`src/rtl/vscale_tohost_monitor_pkg.sv`:
```
// Shared constants for the HTIF tohost monitor.
// Latency: n/a (constants only).
// Backpressure: n/a.
//
// Holds the monitor FSM encoding, the default HTIF PCR data width and the
// tohost CSR address, which matches the vscale CSR address map.
package vscale_tohost_monitor_pkg;

  // Default width of the HTIF PCR request/response data path.
  localparam int HTIF_PCR_WIDTH = 64;

  // Address of the tohost CSR in the vscale CSR address map.
  localparam logic [11:0] CSR_ADDR_TO_HOST = 12'h780;

  // Monitor FSM encoding. The clear states exist in the encoding in every
  // build. They are only reachable when the tohost clear feature is compiled in.
  localparam logic [2:0] ST_WAIT     = 3'd0;
  localparam logic [2:0] ST_RD_REQ   = 3'd1;
  localparam logic [2:0] ST_RD_RESP  = 3'd2;
  localparam logic [2:0] ST_CLR_REQ  = 3'd3;
  localparam logic [2:0] ST_CLR_RESP = 3'd4;
  localparam logic [2:0] ST_DONE     = 3'd5;

endpackage

```
`src/rtl/vscale_tohost_monitor_sat.sv`:
```
// Saturating up-counter with synchronous clear.
// Latency: count visible the cycle after the enabling edge.
// Backpressure: none; holds at all-ones once saturated.
//
// Ports:
//   clk    - clock
//   reset  - synchronous active-high reset, clears the count
//   clr_i  - synchronous clear (lower priority than reset)
//   en_i   - count enable
//   cnt_o  - current count
module vscale_sat_counter #(
  parameter int W = 8
) (
  input  logic         clk,
  input  logic         reset,
  input  logic         clr_i,
  input  logic         en_i,
  output logic [W-1:0] cnt_o
);

  logic [W-1:0] cnt_q;
  logic [W-1:0] cnt_d;

  always_comb begin
    cnt_d = cnt_q;
    if (clr_i) begin
      cnt_d = '0;
    end else if (en_i && (cnt_q != '1)) begin
      cnt_d = cnt_q + W'(1);
    end
  end

  always_ff @(posedge clk) begin
    if (reset) begin
      cnt_q <= '0;
    end else begin
      cnt_q <= cnt_d;
    end
  end

  assign cnt_o = cnt_q;

endmodule

```
`src/rtl/vscale_tohost_monitor.sv`:
```
// HTIF tohost monitor: polls tohost over the PCR port and decodes pass/fail/timeout.
// Latency: poll period POLL_GAP+3 cycles minimum; done one cycle after the final response.
// Backpressure: request fields held until req_ready; resp_ready held until resp_valid.
//
// Optional feature macro: VSCALE_TOHOST_CLEAR_EN. When it is defined, tohost is
// written back to 0 after a nonzero read, before DONE.
//
// Ports:
//   clk, reset            - sole clock, synchronous active-high reset
//   max_cycles            - timeout budget in cycles, 0 disables the timeout
//   htif_pcr_req_*        - request channel to the core (valid/ready, rw, addr, data)
//   htif_pcr_resp_*       - response channel from the core (valid/ready, data)
//   done, pass, timeout   - sticky status; pass is meaningful once done is set
//   fail_code             - tohost >> 1 for a failing test, otherwise 0
//   cycle_count           - cycles since reset release, saturating
module vscale_tohost_monitor
  import vscale_tohost_monitor_pkg::*;
#(
  parameter int PCR_WIDTH = HTIF_PCR_WIDTH,
  parameter int POLL_GAP  = 4,
  parameter int CNT_W     = 64
) (
  input  logic                 clk,
  input  logic                 reset,
  input  logic [CNT_W-1:0]     max_cycles,
  output logic                 htif_pcr_req_valid,
  input  logic                 htif_pcr_req_ready,
  output logic                 htif_pcr_req_rw,
  output logic [11:0]          htif_pcr_req_addr,
  output logic [PCR_WIDTH-1:0] htif_pcr_req_data,
  input  logic                 htif_pcr_resp_valid,
  output logic                 htif_pcr_resp_ready,
  input  logic [PCR_WIDTH-1:0] htif_pcr_resp_data,
  output logic                 done,
  output logic                 pass,
  output logic                 timeout,
  output logic [PCR_WIDTH-1:0] fail_code,
  output logic [CNT_W-1:0]     cycle_count
);

  // The gap counter only has to reach POLL_GAP. Keep it at least 1 bit wide.
  localparam int GAP_W = (POLL_GAP > 0) ? $clog2(POLL_GAP + 1) : 1;
  localparam logic [GAP_W-1:0] GAP_LAST = GAP_W'(POLL_GAP);

  logic [2:0]           state_q;
  logic [2:0]           state_d;
  logic                 pass_q;
  logic                 pass_d;
  logic                 timeout_q;
  logic                 timeout_d;
  logic [PCR_WIDTH-1:0] fail_q;
  logic [PCR_WIDTH-1:0] fail_d;

  logic [CNT_W-1:0]     cyc_cnt;
  logic [GAP_W-1:0]     gap_cnt;
  logic                 gap_last;
  logic                 gap_clr;
  logic                 tmo_hit;
  logic                 resp_zero;
  logic                 resp_one;

  // Free-running cycle counter. It is cleared only by reset.
  vscale_sat_counter #(
    .W (CNT_W)
  ) u_cycle_cnt (
    .clk   (clk),
    .reset (reset),
    .clr_i (1'b0),
    .en_i  (1'b1),
    .cnt_o (cyc_cnt)
  );

  // The gap counter runs only in WAIT. It restarts at 0 on every entry to WAIT,
  // so WAIT lasts POLL_GAP+1 cycles.
  assign gap_last = (gap_cnt == GAP_LAST);
  assign gap_clr  = (state_q != ST_WAIT) || gap_last;

  vscale_sat_counter #(
    .W (GAP_W)
  ) u_gap_cnt (
    .clk   (clk),
    .reset (reset),
    .clr_i (gap_clr),
    .en_i  (state_q == ST_WAIT),
    .cnt_o (gap_cnt)
  );

  // Timeout uses the registered count, so no input reaches an output
  // combinationally.
  assign tmo_hit   = (max_cycles != '0) && (cyc_cnt >= max_cycles);
  assign resp_zero = (htif_pcr_resp_data == '0);
  assign resp_one  = (htif_pcr_resp_data == PCR_WIDTH'(1));

  always_comb begin
    state_d   = state_q;
    pass_d    = pass_q;
    timeout_d = timeout_q;
    fail_d    = fail_q;
    case (state_q)
      ST_WAIT: begin
        if (tmo_hit) begin
          state_d   = ST_DONE;
          timeout_d = 1'b1;
        end else if (gap_last) begin
          state_d = ST_RD_REQ;
        end
      end
      ST_RD_REQ: begin
        // A request the core accepts on this edge is already in flight. Collect
        // its response before honouring the timeout, so the core is never left
        // holding an unanswered response.
        if (htif_pcr_req_ready) begin
          state_d = ST_RD_RESP;
        end else if (tmo_hit) begin
          state_d   = ST_DONE;
          timeout_d = 1'b1;
        end
      end
      ST_RD_RESP: begin
        if (htif_pcr_resp_valid) begin
          if (resp_zero) begin
            if (tmo_hit) begin
              state_d   = ST_DONE;
              timeout_d = 1'b1;
            end else begin
              state_d = ST_WAIT;
            end
          end else begin
            // A tohost result beats a timeout that fires on the same edge.
            if (resp_one) begin
              pass_d = 1'b1;
            end else begin
              fail_d = htif_pcr_resp_data >> 1;
            end
`ifdef VSCALE_TOHOST_CLEAR_EN
            state_d = ST_CLR_REQ;
`else
            state_d = ST_DONE;
`endif
          end
        end
      end
`ifdef VSCALE_TOHOST_CLEAR_EN
      ST_CLR_REQ: begin
        if (htif_pcr_req_ready) begin
          state_d = ST_CLR_RESP;
        end
      end
      ST_CLR_RESP: begin
        // The write response carries nothing useful. Only the handshake matters.
        if (htif_pcr_resp_valid) begin
          state_d = ST_DONE;
        end
      end
`endif
      ST_DONE: begin
        state_d = ST_DONE;
      end
      default: begin
        state_d = ST_WAIT;
      end
    endcase
  end

  always_ff @(posedge clk) begin
    if (reset) begin
      state_q   <= ST_WAIT;
      pass_q    <= 1'b0;
      timeout_q <= 1'b0;
      fail_q    <= '0;
    end else begin
      state_q   <= state_d;
      pass_q    <= pass_d;
      timeout_q <= timeout_d;
      fail_q    <= fail_d;
    end
  end

  // All handshake and status outputs decode from registered state only.
`ifdef VSCALE_TOHOST_CLEAR_EN
  assign htif_pcr_req_valid  = (state_q == ST_RD_REQ)  || (state_q == ST_CLR_REQ);
  assign htif_pcr_resp_ready = (state_q == ST_RD_RESP) || (state_q == ST_CLR_RESP);
  assign htif_pcr_req_rw     = (state_q == ST_CLR_REQ);
`else
  assign htif_pcr_req_valid  = (state_q == ST_RD_REQ);
  assign htif_pcr_resp_ready = (state_q == ST_RD_RESP);
  assign htif_pcr_req_rw     = 1'b0;
`endif

  assign htif_pcr_req_addr = CSR_ADDR_TO_HOST;
  assign htif_pcr_req_data = '0;

  assign done        = (state_q == ST_DONE);
  assign pass        = pass_q;
  assign timeout     = timeout_q;
  assign fail_code   = fail_q;
  assign cycle_count = cyc_cnt;

endmodule

```
`config.mk`:
```
export PLATFORM = sky130hd
export DESIGN_NAME = vscale_tohost_monitor
export DESIGN_NICKNAME = d
export VERILOG_FILES = /design/src/rtl/vscale_tohost_monitor_pkg.sv /design/src/rtl/vscale_tohost_monitor_sat.sv /design/src/rtl/vscale_tohost_monitor.sv
export SDC_FILE = /design/constraint.sdc
export NUM_CORES = 1
export LEC_CHECK = 0
export ABC_AREA = 1
export ABC_CLOCK_PERIOD_IN_PS = 3600
export CAP_MARGIN = 20
export CORE_ASPECT_RATIO = 2
export CORE_UTILIZATION = 50
export DETAILED_ROUTE_END_ITERATION = 10
export PLACE_DENSITY = 0.95
export SYNTH_ARGS = -nofsm -noshare
export SYNTH_HDL_FRONTEND = slang
export SYNTH_HIERARCHICAL = 1
export SYNTH_SLANG_ARGS = --single-unit
export TNS_END_PERCENT = 5
```
`constraint.sdc`:
```
create_clock -name clk -period 3.6 [get_ports clk]
set_input_delay 0.9 -clock clk [delete_from_list [all_inputs] [get_ports clk]]
set_output_delay 0.9 -clock clk [all_outputs]
set_load 0.05 [all_outputs]
```
==> flow_metrics.py <==
metrics = {
    "run_status": {
        "status": "completed",
    },
    "synth": {
        "yosys_register_bits": 135,
        "ys.warnings.count": 6,
        "avgSynthCellArea_um2": 6.35,
        "synth_sequential_area_ratio_pct": 28.0,
        "leading_post_synthesis_cells_by_cell_area": "sky130_fd_sc_hd__dfxtp_1, sky130_fd_sc_hd__nand2_1, sky130_fd_sc_hd__nor2_1, sky130_fd_sc_hd__ha_1, sky130_fd_sc_hd__a21oi_1",
        "syn-cell-area_um2": 9640,
        "netlist-cell-type-count": 36,
        "post_synthesis_instance_total": 1518,
        "yosys.area.top_type": "sky130_fd_sc_hd__dfxtp_1",
        "yosys.area.top_type_share_pct": 28.0,
    },
    "timing": {
        "grt_setup_unrepaired": "false",
        "timing.slew.headroom_pct": 56.0,
        "layout_worst_path_cycle_share_pct": 84.4,
        "timing.setup.tns_ps": 0,
        "finalSetupViolCount": 0,
        "period_minus_slack_ps": 3040,
        "worst_slew_pin_slew_ps": 654,
        "report.final.slew_viol_count": 0,
        "fmax_ghz": 0.329,
        "timing_hold_violations_final": 0,
        "final.setup_skew_ps": 8.99,
    },
    "floorplanning": {
        "floorplan.die.width_um": 100,
        "std_cell_rows": 71,
        "starting_utilization_of_the_core_area_pct": 51.2,
        "io-pin-count": 342,
        "fp.dieH_um": 198,
        "core_area_um2": 18800,
        "die_area_um2": 19900,
    },
    "detailed_routing": {
        "detail_route.first_pass.iterations": 7,
        "detailroute.via_count": 10900,
        "total_wire_length_mm": 33.5,
        "final_antenna_net_count": 0,
        "drt-vias-per-instance": 5.31,
        "drt_first_iter_violations": 615,
        "remaining_drc_errors": 0,
        "route.detailed.wl_per_inst_um": 16.4,
    },
    "place": {
        "buffer_ports.inserted": 263,
        "dpl.cell_count": 2012,
        "place_area_um2": 12100,
        "place.detailed.hpwl_mm": 26.6,
        "gpl_wtd_cong": 0.971,
    },
    "worst_setup_path": {
        "critPathMostFrequentCell": "sky130_fd_sc_hd__nor2_1",
        "timing.critical_path.cells": "nor2_1, inv_1, nor2_1, clkdlybuf4s50_1",
        "worst_setup_path_start_kind": "register",
        "worst_path_max_delay_cell": "sky130_fd_sc_hd__clkdlybuf4s50_1",
        "critical_path.max_fanout": 5,
        "worst_setup_path_end_kind": "primary output",
        "path_class": "reg -> out",
        "worst_ep_arrival_time_ps": 2140,
        "worst_ep_required_time_ps": 2700,
        "setup.reg_to_reg.worst_slack_ps": 1220,
        "cp_slowest_stage_delay_ps": 900,
    },
    "power_and_ir_drop": {
        "p_leak_uw": 0.00517,
        "power-per-cell-area_nw_per_um2": 336,
        "worst_vdd_ir_v": 0.000385,
    },
    "grt": {
        "grt_antenna_before_repair": 0,
        "grt_pass1_wl_mm": 50.9,
        "globalRouteOverflowTotal": 0,
        "largest_net_degree_at_the_start_of_global_routing": 55,
        "first_global_vias": 10700,
        "total_routing_usage_reported_by_global_routing_pct": 33.5,
    },
    "clock_network": {
        "worst_setup_hold_path_clk_slew_ps": 70,
        "cts_max_level": 4,
        "post-cts-setup-buffer-count": 0,
        "clock_insertion_delay_worst_skew_ps": 430,
        "cts.path.max_buffers": 2,
        "tritoncts_clock_tree": "yes",
        "tritoncts.num_buffers": 17,
        "post_cts.resized_instances": 0,
        "clock_sink_count": 135,
        "cts.root.buffer_cell": "sky130_fd_sc_hd__clkbuf_16",
        "cts_hold_repair.buffers": 0,
    },
    "finish": {
        "register_area_um2": 2700,
        "layout.cell_area.non_filler_um2": 12700,
        "final_cell_count_no_fill": 2044,
        "design.final.nets": 1975,
        "post_route_cells_drive_above_1_share_pct": 4.86,
        "fillCellCount": 1581,
        "insertedDiodeCount": 0,
        "multi_input_comb_area_um2": 5760,
        "area_growth_syn_to_layout_pct": 32.0,
    },
    "job": {
        "timing.max_cap.violations": 0,
    },
    "min_path": {
        "worst_hold_path_type": "reg -> reg",
    },
}
==> cells in the mapped netlist <==
library cell	n
sky130_fd_sc_hd__nand2_1	399
sky130_fd_sc_hd__nor2_1	247
sky130_fd_sc_hd__inv_1	154
sky130_fd_sc_hd__a21oi_1	137
sky130_fd_sc_hd__dfxtp_1	135
sky130_fd_sc_hd__nand3_1	133
sky130_fd_sc_hd__buf_4	82
sky130_fd_sc_hd__ha_1	67
sky130_fd_sc_hd__nor4_1	32
sky130_fd_sc_hd__buf_6	17
sky130_fd_sc_hd__clkbuf_1	16
sky130_fd_sc_hd__nand4_1	16
sky130_fd_sc_hd__nor2_2	16
sky130_fd_sc_hd__o21ai_0	10
sky130_fd_sc_hd__nand2_2	9
sky130_fd_sc_hd__xor2_1	8
sky130_fd_sc_hd__nor2_4	6
sky130_fd_sc_hd__buf_1	5
sky130_fd_sc_hd__inv_2	4
sky130_fd_sc_hd__nand3b_1	4
sky130_fd_sc_hd__a21o_1	2
sky130_fd_sc_hd__and2_1	2
sky130_fd_sc_hd__conb_1	2
sky130_fd_sc_hd__o21a_1	2
sky130_fd_sc_hd__o21bai_1	2
sky130_fd_sc_hd__a31oi_1	1
sky130_fd_sc_hd__buf_2	1
sky130_fd_sc_hd__buf_8	1
sky130_fd_sc_hd__clkinv_1	1
sky130_fd_sc_hd__nand2_4	1
sky130_fd_sc_hd__nand4_4	1
sky130_fd_sc_hd__nor3_1	1
sky130_fd_sc_hd__nor3_2	1
sky130_fd_sc_hd__o21ba_2	1
sky130_fd_sc_hd__or2_1	1
sky130_fd_sc_hd__xnor2_1	1
==> final timing paths <==
kind | start | to | depth (start not counted)
worst max-delay path | state_q[2] | htif_pcr_resp_ready | 4
worst max register to register | u_cycle_cnt/cnt_o[62] | state_q[2] | 13
worst min-delay path | fail_code[1] | fail_code[1] | 2
worst min register to register | fail_code[1] | fail_code[1] | 2
==> report_power, final <==
group | internal [µW] | switching (µW) | leakage, µW
Combinational | 313 | 608 | 0.00380
Clock | 984 | 772 | 0.000288
Sequential | 1550 | 47.7 | 0.00109
==> registers in the layout, summed over array words and instances, names as in the netlist <==
name / flops
pass: 1
timeout: 1
state_q: 3
u_gap_cnt/cnt_o: 3
u_cycle_cnt/cnt_o: 64
fail_code: 63
==> worst max-delay path: cells and delay by family (launching register included) <==
family / cells / cell delay [ps]
flip-flops: 1 / 330
buffers and inverters: 2 / 960
AND/OR/NAND/NOR: 2 / 430
==> cell type report <==
cell class / count / share of cell area (%)
Tap cell: 255 / 2.51
Clock inverter: 15 / 1.24
Multi-Input combinational cell: 1186 / 45.3
Inverter: 159 / 4.69
Sequential cell: 135 / 21.2
Timing Repair Buffer: 277 / 21.7
Clock buffer: 17 / 3.34
==> per-layer routing <==
metal	global-route usage [%]	vias to the layer above	wire length, µm
met5	0	-	0
met4	32.0	0	3330
met3	7.84	173	2210
met2	63.5	556	17800
met1	26.9	4898	10200
li1	-	5229	-
==> logic make-up (layout without fill, tap and decap cells) <==
group | after synthesis | after routing | share of synthesized area, %
AO/OA/AOI/OAI | 155 | 155 | 8.27
buffers and inverters | 281 | 468 | 15.6
XOR/XNOR | 9 | 9 | 0.818
adder cells (fa/ha/maj) | 67 | 67 | 8.70
flip-flops | 135 | 135 | 28.0
other | 2 | 86 | 0.0779
AND/OR/NAND/NOR | 869 | 869 | 38.5
==> cells in the final DEF (no fill, tap or decap), types with 4 or more instances in the layout <==
master / instances
sky130_fd_sc_hd__o21ai_0: 10
sky130_fd_sc_hd__xor2_1: 8
sky130_fd_sc_hd__nand4_1: 16
sky130_fd_sc_hd__clkdlybuf4s50_1: 262
sky130_fd_sc_hd__nand3_1: 133
sky130_fd_sc_hd__buf_4: 12
sky130_fd_sc_hd__nor2_4: 8
sky130_fd_sc_hd__nor2_2: 15
sky130_fd_sc_hd__nand2_2: 9
sky130_fd_sc_hd__conb_1: 86
sky130_fd_sc_hd__nand3b_1: 4
sky130_fd_sc_hd__a21oi_1: 137
sky130_fd_sc_hd__inv_8: 4
sky130_fd_sc_hd__inv_2: 4
sky130_fd_sc_hd__nor2_1: 246
sky130_fd_sc_hd__inv_1: 154
sky130_fd_sc_hd__dfxtp_1: 135
sky130_fd_sc_hd__inv_6: 7
sky130_fd_sc_hd__ha_1: 67
sky130_fd_sc_hd__nand2_1: 399
sky130_fd_sc_hd__nor4_1: 32
sky130_fd_sc_hd__clkbuf_16: 17
==> through the flow <==
stage	utilization [%]	hold WS [ps]	setup slack [ps]	power, µW
global placement	64.4	444	224	2510
detailed placement	64.4	453	206	2540
finish	67.5	463	561	4270
global route	67.5	476	439	4440
floorplan	-	482	1240	2280
CTS	67.5	463	558	4290
No activity file was read; power rests on OpenSTA's default activity.
